==> src/rtl/alu_pkg.sv <==
// Shared types and defaults for the sequential 16-bit ALU.
package alu_pkg;

  localparam int WIDTH_DEF = 16;
  localparam int SHW_DEF   = 4;

  typedef enum logic [2:0] {
    OP_ADD  = 3'd0,
    OP_SUB  = 3'd1,
    OP_AND  = 3'd2,
    OP_OR   = 3'd3,
    OP_XOR  = 3'd4,
    OP_NOTA = 3'd5,
    OP_MUL  = 3'd6,
    OP_SHR  = 3'd7
  } opcode_e;

  typedef enum logic [1:0] {
    ST_IDLE = 2'd0,
    ST_EXEC = 2'd1,
    ST_DONE = 2'd2
  } state_e;

endpackage

==> src/rtl/seq_alu_16_if.sv <==
// Operand/request and result/flag bundle between the cache registers and the ALU.
interface seq_alu_16_if #(parameter int WIDTH = 16);

  logic [WIDTH-1:0] op_a;
  logic [WIDTH-1:0] op_b;
  logic [2:0]       opcode;
  logic             start;
  logic             busy;
  logic             done;
  logic [WIDTH-1:0] result;
  logic             carry;
  logic             zero;
  logic             overflow;

  modport master (
    output op_a, op_b, opcode, start,
    input  busy, done, result, carry, zero, overflow
  );

  modport slave (
    input  op_a, op_b, opcode, start,
    output busy, done, result, carry, zero, overflow
  );

endinterface

==> src/rtl/seq_alu_16_comb_core.sv <==
// Single-cycle ALU operations (ADD..NOTA); result, carry/borrow and signed overflow.
module alu_comb_core
  import alu_pkg::*;
#(
  parameter int WIDTH = 16
) (
  input  opcode_e          i_opcode,
  input  logic [WIDTH-1:0] i_a,
  input  logic [WIDTH-1:0] i_b,
  output logic [WIDTH-1:0] o_result,
  output logic             o_carry,
  output logic             o_overflow
);

  logic [WIDTH:0] w_wide;

  // Operation select; the extra MSB of w_wide carries out the carry/borrow.
  always_comb begin
    w_wide     = '0;
    o_result   = '0;
    o_carry    = 1'b0;
    o_overflow = 1'b0;
    case (i_opcode)
      OP_ADD: begin
        w_wide     = {1'b0, i_a} + {1'b0, i_b};
        o_result   = w_wide[WIDTH-1:0];
        o_carry    = w_wide[WIDTH];
        o_overflow = (i_a[WIDTH-1] == i_b[WIDTH-1]) && (w_wide[WIDTH-1] != i_a[WIDTH-1]);
      end
      OP_SUB: begin
        w_wide     = {1'b0, i_a} - {1'b0, i_b};
        o_result   = w_wide[WIDTH-1:0];
        o_carry    = w_wide[WIDTH];
        o_overflow = (i_a[WIDTH-1] != i_b[WIDTH-1]) && (w_wide[WIDTH-1] != i_a[WIDTH-1]);
      end
      OP_AND:  o_result = i_a & i_b;
      OP_OR:   o_result = i_a | i_b;
      OP_XOR:  o_result = i_a ^ i_b;
      OP_NOTA: o_result = ~i_a;
      default: o_result = '0;
    endcase
  end

endmodule

==> src/rtl/seq_alu_16.sv <==
// Multi-cycle 16-bit ALU: single-cycle ops via alu_comb_core, iterative shift-add MUL and bit-serial SHR.
module seq_alu_16
  import alu_pkg::*;
#(
  parameter int WIDTH = WIDTH_DEF,
  parameter int SHW   = SHW_DEF
) (
  input logic         CLK,
  input logic         RST_N,
  seq_alu_16_if.slave bus
);

  localparam logic [SHW:0] CNT_MUL = (SHW+1)'(WIDTH);
  localparam logic [SHW:0] CNT_ONE = (SHW+1)'(1);

  state_e             r_state;
  state_e             w_state_nxt;
  logic               r_busy;
  logic               r_done;
  logic               w_busy_nxt;
  logic               w_done_nxt;
  opcode_e            r_op;
  logic [SHW:0]       r_cnt;
  logic [2*WIDTH-1:0] r_mcand;
  logic [WIDTH-1:0]   r_mplier;
  logic [2*WIDTH-1:0] r_acc;
  logic [WIDTH-1:0]   r_shift;
  logic [WIDTH-1:0]   r_result;
  logic               r_carry;
  logic               r_zero;
  logic               r_overflow;

  opcode_e            w_opcode;
  logic [SHW-1:0]     w_shamt;
  logic [2*WIDTH-1:0] w_acc_nxt;
  logic [WIDTH-1:0]   w_shr_val;
  logic [WIDTH-1:0]   w_core_result;
  logic               w_core_carry;
  logic               w_core_overflow;

  assign w_opcode  = opcode_e'(bus.opcode);
  assign w_shamt   = bus.op_b[SHW-1:0];
  assign w_acc_nxt = r_mplier[0] ? (r_acc + r_mcand) : r_acc;
  assign w_shr_val = {1'b0, r_shift[WIDTH-1:1]};

  alu_comb_core #(.WIDTH(WIDTH)) u_core (
    .i_opcode   (w_opcode),
    .i_a        (bus.op_a),
    .i_b        (bus.op_b),
    .o_result   (w_core_result),
    .o_carry    (w_core_carry),
    .o_overflow (w_core_overflow)
  );

  // State register with busy/done registered alongside so they track the state exactly.
  always_ff @(posedge CLK or negedge RST_N) begin
    if (!RST_N) begin
      r_state <= ST_IDLE;
      r_busy  <= 1'b0;
      r_done  <= 1'b0;
    end else begin
      r_state <= w_state_nxt;
      r_busy  <= w_busy_nxt;
      r_done  <= w_done_nxt;
    end
  end

  // Next-state logic; the last EXEC iteration is the one that sees a count of one.
  always_comb begin
    w_state_nxt = r_state;
    case (r_state)
      ST_IDLE: begin
        if (!bus.start) begin
          w_state_nxt = ST_IDLE;
        end else if (w_opcode == OP_MUL) begin
          w_state_nxt = ST_EXEC;
        end else if ((w_opcode == OP_SHR) && (w_shamt != '0)) begin
          w_state_nxt = ST_EXEC;
        end else begin
          w_state_nxt = ST_DONE;
        end
      end
      ST_EXEC: begin
        if (r_cnt == CNT_ONE) begin
          w_state_nxt = ST_DONE;
        end else begin
          w_state_nxt = ST_EXEC;
        end
      end
      ST_DONE: w_state_nxt = ST_IDLE;
      default: w_state_nxt = ST_IDLE;
    endcase
  end

  // Output decode of the upcoming state, captured by the state register.
  always_comb begin
    w_busy_nxt = (w_state_nxt != ST_IDLE);
    w_done_nxt = (w_state_nxt == ST_DONE);
  end

  // Operand latches, iteration datapath and result/flag registers.
  always_ff @(posedge CLK or negedge RST_N) begin
    if (!RST_N) begin
      r_op       <= OP_ADD;
      r_cnt      <= '0;
      r_mcand    <= '0;
      r_mplier   <= '0;
      r_acc      <= '0;
      r_shift    <= '0;
      r_result   <= '0;
      r_carry    <= 1'b0;
      r_zero     <= 1'b0;
      r_overflow <= 1'b0;
    end else begin
      case (r_state)
        ST_IDLE: begin
          if (bus.start) begin
            r_op     <= w_opcode;
            r_mcand  <= {{WIDTH{1'b0}}, bus.op_a};
            r_mplier <= bus.op_b;
            r_acc    <= '0;
            r_shift  <= bus.op_a;
            case (w_opcode)
              OP_MUL: r_cnt <= CNT_MUL;
              OP_SHR: begin
                if (w_shamt != '0) begin
                  r_cnt <= {1'b0, w_shamt};
                end else begin
                  r_result   <= bus.op_a;
                  r_carry    <= 1'b0;
                  r_overflow <= 1'b0;
                  r_zero     <= (bus.op_a == '0);
                end
              end
              default: begin
                r_result   <= w_core_result;
                r_carry    <= w_core_carry;
                r_overflow <= w_core_overflow;
                r_zero     <= (w_core_result == '0);
              end
            endcase
          end
        end
        ST_EXEC: begin
          r_cnt <= r_cnt - CNT_ONE;
          case (r_op)
            OP_MUL: begin
              r_acc    <= w_acc_nxt;
              r_mcand  <= {r_mcand[2*WIDTH-2:0], 1'b0};
              r_mplier <= {1'b0, r_mplier[WIDTH-1:1]};
              if (r_cnt == CNT_ONE) begin
                r_result   <= w_acc_nxt[WIDTH-1:0];
                r_carry    <= |w_acc_nxt[2*WIDTH-1:WIDTH];
                r_overflow <= 1'b0;
                r_zero     <= (w_acc_nxt[WIDTH-1:0] == '0);
              end
            end
            OP_SHR: begin
              r_shift <= w_shr_val;
              if (r_cnt == CNT_ONE) begin
                r_result   <= w_shr_val;
                r_carry    <= r_shift[0];
                r_overflow <= 1'b0;
                r_zero     <= (w_shr_val == '0);
              end
            end
            default: r_shift <= r_shift;
          endcase
        end
        default: r_cnt <= r_cnt;
      endcase
    end
  end

  assign bus.busy     = r_busy;
  assign bus.done     = r_done;
  assign bus.result   = r_result;
  assign bus.carry    = r_carry;
  assign bus.zero     = r_zero;
  assign bus.overflow = r_overflow;

endmodule
==> src/flat_wrapper.sv <==
// flat-port wrapper written by rule: the top's interface ports become plain ports
module seq_alu_16_flat import alu_pkg::*;
#(
  parameter int WIDTH = WIDTH_DEF,
  parameter int SHW   = SHW_DEF
)
  (CLK, RST_N, bus_op_a, bus_op_b, bus_opcode, bus_start, bus_busy, bus_done, bus_result, bus_carry, bus_zero, bus_overflow);
  seq_alu_16_if #(.WIDTH(WIDTH)) bus_i ();
  input logic CLK;
  input logic RST_N;
  input wire logic [$bits(bus_i.op_a)-1:0] bus_op_a;
  input wire logic [$bits(bus_i.op_b)-1:0] bus_op_b;
  input wire logic [$bits(bus_i.opcode)-1:0] bus_opcode;
  input wire logic [$bits(bus_i.start)-1:0] bus_start;
  output wire logic [$bits(bus_i.busy)-1:0] bus_busy;
  output wire logic [$bits(bus_i.done)-1:0] bus_done;
  output wire logic [$bits(bus_i.result)-1:0] bus_result;
  output wire logic [$bits(bus_i.carry)-1:0] bus_carry;
  output wire logic [$bits(bus_i.zero)-1:0] bus_zero;
  output wire logic [$bits(bus_i.overflow)-1:0] bus_overflow;
  assign bus_i.op_a = bus_op_a;
  assign bus_i.op_b = bus_op_b;
  assign bus_i.opcode = bus_opcode;
  assign bus_i.start = bus_start;
  assign bus_busy = bus_i.busy;
  assign bus_done = bus_i.done;
  assign bus_result = bus_i.result;
  assign bus_carry = bus_i.carry;
  assign bus_zero = bus_i.zero;
  assign bus_overflow = bus_i.overflow;
  seq_alu_16 #(.WIDTH(WIDTH), .SHW(SHW)) u_core (.CLK(CLK), .RST_N(RST_N), .bus(bus_i));
endmodule
==> config.mk <==
export PLATFORM = sky130hd
export DESIGN_NAME = seq_alu_16_flat
export DESIGN_NICKNAME = d
export VERILOG_FILES = /design/src/rtl/alu_pkg.sv /design/src/rtl/seq_alu_16_if.sv /design/src/rtl/seq_alu_16_comb_core.sv /design/src/rtl/seq_alu_16.sv /design/src/flat_wrapper.sv
export SDC_FILE = /design/constraint.sdc
export NUM_CORES = 1
export LEC_CHECK = 0
export BUFFER_PORTS_ARGS = -buffer_cell sky130_fd_sc_hd__clkbuf_2
export CORE_ASPECT_RATIO = 0.6
export CORE_MARGIN = 2
export CORE_UTILIZATION = 60
export DETAILED_ROUTE_END_ITERATION = 6
export PLACE_DENSITY = 0.86
export SLEW_MARGIN = 20
export SYNTH_ARGS = -nofsm -noshare
export SYNTH_HDL_FRONTEND = slang
export SYNTH_HIERARCHICAL = 1
export SYNTH_SLANG_ARGS = --single-unit
==> constraint.sdc <==
create_clock -name CLK -period 7 [get_ports CLK]
set_clock_uncertainty 0.15 [all_clocks]
set_input_delay 1.4 -clock CLK [delete_from_list [all_inputs] [get_ports CLK]]
set_output_delay 1.4 -clock CLK [all_outputs]
set_load 0.01 [all_outputs]
==> Word level (Yosys, flattened, before mapping) <==
Index checks and enable logic that the tools add are counted.
{ "op_classes": {"addsub": 4, "n_eq_ne": 28, "mux": 51, "bitwise": 4, "n_reduce_logical": 20} }
{ "ops": {"columns": ["op", "count"], "rows": [
  ["$mux 32", 5],
  ["$pmux 16 s2", 5],
  ["$mux 16", 8],
  ["$pmux 32 s2", 2],
  ["$pmux 16 s6", 1],
  ["$logic_not 16->1", 4],
  ["$add 32x32->32", 1],
  ["$pmux 1 s2", 10],
  ["$pmux 5 s2", 2],
  ["$eq 3x3->1 const B", 6],
  ["$add 16x16->17", 1],
  ["$sub 16x16->17", 1],
  ["$and 16x16->16", 1],
  ["$not 16->16", 1],
  ["$or 16x16->16", 1],
  ["$reduce_or 16->1", 1],
  ["$xor 16x16->16", 1],
  ["$mux 1", 11],
  ["$mux 5", 2],
  ["$ne 2x2->1 const B", 5],
  ["$ne 3x2->1 const B", 3],
  ["$ne 3x3->1 const B", 3],
  ["$mux 2", 4],
  ["$reduce_and 7->1", 1],
  ["20 further kinds", 27]
]} }
{ "totals": {"ff_bits": 127, "input_bits": 38, "out_inout_bits": 21, "wordCells": 120} }

==> Longest topological paths before layout <==
{ "logic_depth": {"ltp_word": 7, "ltp_mapped": 16, "mapped_depth_nobuf": 16} }

==> Cells and area by module <==
The synthesis kept the hierarchy.
{ "modules_own_cells": {"columns": ["mod", "n_inst", "cells_each", "area_each_um2", "seq_area_each_um2"], "rows": [
  ["seq_alu_16", 1, 1041, 8413.1, 3178.0],
  ["alu_comb_core", 1, 398, 2587.5, 0.0]
]} }

==> Worst setup path before layout <==
Ideal clock, no wire load.
{ "synth_timing": {"kind": "input to register", "start": "input port bus_op_a[1]", "end": "register u_core.r_zero (netlist: u_core/bus.zero)", "setup_ps": 77, "arrival_time_ps": 4132, "required_time_ps": 6773, "setup_slack_ps": 2640, "path_stages": 15, "n_path_buf": 0, "path_cell_list": "inv_1 -> ha_1 -> nor2_1 -> o311ai_1 -> a2111o_1 -> a21boi_2 -> nor3_1 -> a221o_1 -> a221o_1 -> nor4_1 -> and4_1 -> nand2_1 -> o2111ai_1 -> o21ai_0 -> a21oi_1"} }
{ "synth_via": {"elab_chain_cells": 6, "elab_cells_between_ends": 13, "cone_classes": "add/sub (2); mux (5); bitwise (4); reduce/logical (2)"} }
{ "synth_rtl": {"columns": ["element", "line", "source"], "rows": [
  ["start, declared", "flat_wrapper.sv:11", "input wire logic [$bits(bus_i.op_a)-1:0] bus_op_a;"],
  ["$sub 16x16->17 or $add 16x16->17 (tied branches)", "seq_alu_16_comb_core.sv:31, seq_alu_16_comb_core.sv:25", null],
  ["$pmux 16 s6 (*)", "seq_alu_16_comb_core.sv:23", "case (i_opcode)"],
  ["net u_core.w_core_result[11]", "seq_alu_16.sv:37", "logic [WIDTH-1:0] w_core_result;"],
  ["$logic_not 16->1 (*)", "seq_alu_16.sv:139", "r_zero <= (w_core_result == '0);"],
  ["$pmux 1 s2 (*)", "seq_alu_16.sv:123", "case (w_opcode)"],
  ["$mux 1 (*)", "seq_alu_16.sv:117", "if (bus.start) begin"],
  ["$pmux 1 s2 (*)", "seq_alu_16.sv:115", "case (r_state)"],
  ["end signal, assigned", "seq_alu_16.sv:132", "r_zero <= (bus.op_a == '0);"],
  ["end signal, assigned", "seq_alu_16.sv:139", null],
  ["end signal, assigned", "seq_alu_16.sv:155", "r_zero <= (w_acc_nxt[WIDTH-1:0] == '0);"],
  ["end, declared", "seq_alu_16.sv:30", "logic r_zero;"]
]} }
Mark *: on every way through the listed nets, which the timed path passes. The rest lies on a longest branch. The select of a mux whose other input is x is not followed.
A chain may end at the register's enable or synchronous reset.

==> Worst setup path in the final report <==
{ "layout_timing": {"start": "input port bus_op_a[2]", "end": "register u_core.r_carry (netlist: u_core/bus.carry)"} }
{ "layout_via": {"elab_chain_cells": 5, "elab_cells_between_ends": 6, "cone_classes": "add/sub (2); mux (4)"} }
{ "layout_rtl": {"columns": ["element", "line", "source"], "rows": [
  ["$sub 16x16->17 or $add 16x16->17 (tied branches)", "seq_alu_16_comb_core.sv:31, seq_alu_16_comb_core.sv:25", null],
  ["$pmux 1 s2 (*)", "seq_alu_16_comb_core.sv:23", null],
  ["net u_core.w_core_carry", "seq_alu_16.sv:38", "logic w_core_carry;"],
  ["$pmux 1 s2 (*)", "seq_alu_16.sv:123", null],
  ["$mux 1 (*)", "seq_alu_16.sv:117", null],
  ["$pmux 1 s2 (*)", "seq_alu_16.sv:115", null],
  ["end signal, assigned", "seq_alu_16.sv:137", "r_carry <= w_core_carry;"],
  ["end signal, assigned", "seq_alu_16.sv:153", "r_carry <= |w_acc_nxt[2*WIDTH-1:WIDTH];"],
  ["end signal, assigned", "seq_alu_16.sv:162", "r_carry <= r_shift[0];"],
  ["end, declared", "seq_alu_16.sv:29", "logic r_carry;"]
]} }
Marked as above.

==> out/qor.csv <==
stage;metric;value;unit
route;wirelength;37800;um
clock_network;cts_resized;0;
logic_synthesis;synth_top_cell_area_share;28.9;%
logic_synthesis;ys_warn_count;6;
setup_path;critical_path_buf_inv_count;2;
setup_path;crit_family;compound AO/OA/AOI/OAI gates;
layout;finalInstanceArea;12000;um^2
status;status;finished, final reports clean;
logic_synthesis;synth_area_per_cell;7.64;um^2
sta;holdWs;0.352;ns
route;vias;11600;
logic_synthesis;syn_inst;1439;
setup_path;endpoint_kind;flip-flop;
die;die_x;179;um
hold_path;hold_end;u_core/bus.result[15]$_DFFE_PN0P_;
setup_path;r2r-end;u_core/bus.carry$_DFFE_PN0P_;
clock_network;post-cts-setup-buffers;0;
hold_path;hold_class;flip-flop to flip-flop;
place;gp_congestion;1.04;
logic_synthesis;yosysTopAreaCell;dfrtp_1;
pwr;power_frac_seq;29.2;%
global_routing;overflow;0;
route;drc_errors;0;
setup_path;crit_type;input port to flip-flop;
setup_path;crit_fanout;9;
sta;finalHoldViolations;0;
global_routing;grt_pass1_wl;57600;um
die;die_area;19500;um^2
pwr;finalPower;4.16;mW
clock_network;clk_path_buf_depth;2;
pwr;swShare;46.4;%
layout;drive_gt1_share;10.5;%
clock_network;cts_hold_buf;0;
clock_network;cts-root-buf;clkbuf_16;
logic_synthesis;synthFlopType;dfrtp_1;
pwr;internal_power;2.23;mW
pwr;p_leak;5.40;nW
layout;syn2layout_area_growth;8.63;%
logic_synthesis;synth_cell_types;100;
logic_synthesis;synth-seq-cells;127;
setup_path;slowest_stage;a221oi_1;
sta;relSlewSlack;22.0;%
setup_path;cpMostUsedCell;a31oi_1;
die;rows;38;
place;dp_hpwl;27600;um
layout;fillers;1565;
sta;setup_viol_count_final;0;
sta;slew_violations;0;
setup_path;reg2reg_setup_slack;3.27;ns
sta;rsz0062_at_grt;no;
logic_synthesis;synthArstFlopShare;100;%
place;port_buffers;58;
die;core_area;18000;um^2
clock_network;cts_buffers;17;
setup_path;cp.arrival;5.35;ns
sta;setup_tns;0;ns
place;postPlaceCellArea;11300;um^2
route;dr.pass1.iters;7;
layout;antenna_cells_inserted;0;
clock_network;htreeDepth;4;
die;start_util;61.0;%
layout;final_cells;1691;
clock_network;tritoncts;done;
pwr;p_clk_share;21.8;%
sta;period_needed;5.20;ns
die;io_pins;59;
layout;fin_nets;1561;
setup_path;rr_worst_depth;9;
hold_path;whs_path_depth;1;
clock_network;cts.sinks;127;
logic_synthesis;netlist_top_cells_count;nand2_1, nor2_1, a21oi_1, dfrtp_1, o21ai_0;
logic_synthesis;synth_edf_count;0;
global_routing;grtUsageTotal;39.1;%
sta;clock.fmax;192;MHz
run;drv_cap;0;
route;ant_nets;0;
pwr;p_switching;1.93;mW
setup_path;crit_chain;clkbuf_2, inv_1, ha_1, nor2b_1, o21bai_1, a31oi_1, a221oi_1, o21ai_1, a31oi_1, a211oi_1, nand4_1, o21ai_0, a2111oi_1, nand4_1, nor4b_2, a31oi_1;
pwr;vdd_drop_max;0.246;mV
setup_path;startpoint_type;input port;
place;dp.cells;1659;
pwr;powerDensity;348;nW/um^2
die;die_h;109;um
global_routing;grt_pass1_vias;10300;
layout;seq_area;3180;um^2
route;vias_per_cell;6.85;
global_routing;antenna_found_initial;0;
setup_path;r2r_start;u_core/r_mcand[15]$_DFFE_PN0P_;
setup_path;crit_required;7.15;ns
logic_synthesis;synth.area.top_cells;dfrtp_1, ha_1, a21oi_1;
logic_synthesis;synth.most_common_cell;nand2_1;
pwr;comb_power_share;49.0;%
sta;fin_crit_sh;74.3;%
sta;worstMarginPinSlew;1.17;ns
logic_synthesis;yosysSeqAreaShare;28.9;%
logic_synthesis;syn_area;11000;um^2
clock_network;clkLatencyLatePin;0.43;ns
layout;multi_input_area;7210;um^2
hold_path;holdCritStartpoint;u_core/bus.result[15]$_DFFE_PN0P_;
setup_path;max_stage_delay;0.57;ns
clock_network;clk_pin_slew;0.06;ns
logic_synthesis;synthesis.nets;1562;
route;drtIter0Drc;1837;
route;routedWlPerCell;22.4;um
global_routing;grt_max_degree;75;
==> flip-flops by register name, indices dropped and copies added, names as in the netlist <==
name                 cells
u_core/r_op              3
u_core/bus.done          1
u_core/bus.result       16
u_core/r_mplier         16
u_core/bus.carry         1
u_core/bus.zero          1
u_core/bus.overflow      1
u_core/r_cnt             5
u_core/r_mcand          32
u_core/r_shift          16
u_core/r_acc            32
u_core/bus.busy          1
u_core/r_state           2
==> power groups by stage <==
stage,clock [mW],sequential (mW),combinational (mW)
finish,0.908,1.22,2.04
global route,0.939,1.25,2.20
CTS,0.908,1.21,1.97
detailed placement,0,1.21,1.95
global placement,0,1.20,1.90
floorplan,0,1.16,1.39
==> how the worst max path moves through the flow <==
stage	slack (ns)	start	endpoint	cells after the start
6_report	1.80	bus_op_a[2]	u_core/bus.carry$_DFFE_PN0P_	16
3_5_place_dp	1.74	bus_op_a[2]	u_core/bus.carry$_DFFE_PN0P_	16
4_1_cts	2.17	bus_op_a[2]	u_core/bus.carry$_DFFE_PN0P_	16
3_3_place_gp	1.82	bus_op_a[2]	u_core/bus.carry$_DFFE_PN0P_	16
5_1_grt	1.75	bus_op_a[2]	u_core/bus.carry$_DFFE_PN0P_	16
2_1_floorplan	2.64	bus_op_a[1]	u_core/bus.zero$_DFFE_PN0P_	15
==> layout make-up <==
cell class / count / share of cell area (%)
clock inverter: 11 / 1.10
sequential: 127 / 26.6
timing repair buffer: 72 / 3.33
multi-input combinational: 1150 / 60.3
inverter: 70 / 2.20
tap: 240 / 2.51
clock buffer: 21 / 3.94
==> placed cells by master, fill, tap and decap left out, types with 18 or more instances in the layout <==
| cell type | n |
|---|---|
| nand2_1 | 193 |
| a211oi_1 | 23 |
| dfrtp_1 | 127 |
| o211ai_1 | 18 |
| clkbuf_2 | 57 |
| nor2_1 | 156 |
| xnor2_1 | 18 |
| nand4_1 | 20 |
| inv_1 | 69 |
| a21oi_1 | 147 |
| nand3_1 | 53 |
| a31oi_1 | 40 |
| nor3_1 | 21 |
| o21ai_0 | 94 |
| ha_1 | 82 |
==> layer usage <==
metal / track usage, % / vias up / routed length [um]
met5: 0 / - / 0
met4: 9.12 / 0 / 566
met3: 14.0 / 62 / 5710
met2: 50.2 / 768 / 14500
met1: 60.6 / 5524 / 17100
li1: - / 5223 / -
==> kinds of logic (layout without fill, tap and decap cells) <==
kind of cell / Yosys count / after routing / share of synthesized area (%)
flops: 127 / 127 / 28.9
fa+ha+maj: 85 / 85 / 9.87
buf+inv: 162 / 174 / 5.95
compound gates: 477 / 477 / 28.4
mux: 22 / 22 / 2.06
xor+xnor: 23 / 23 / 1.83
simple gates: 543 / 543 / 23.0
==> metrics by stage <==
stage          utilization (%)  worst slack [ns]
2_1_floorplan                -              2.64
3_3_place_gp              62.9              1.82
3_5_place_dp              62.9              1.74
4_1_cts                   66.3              2.17
5_1_grt                   66.3              1.75
6_report                  66.3              1.80
Power figures use the tool's default switching activity.
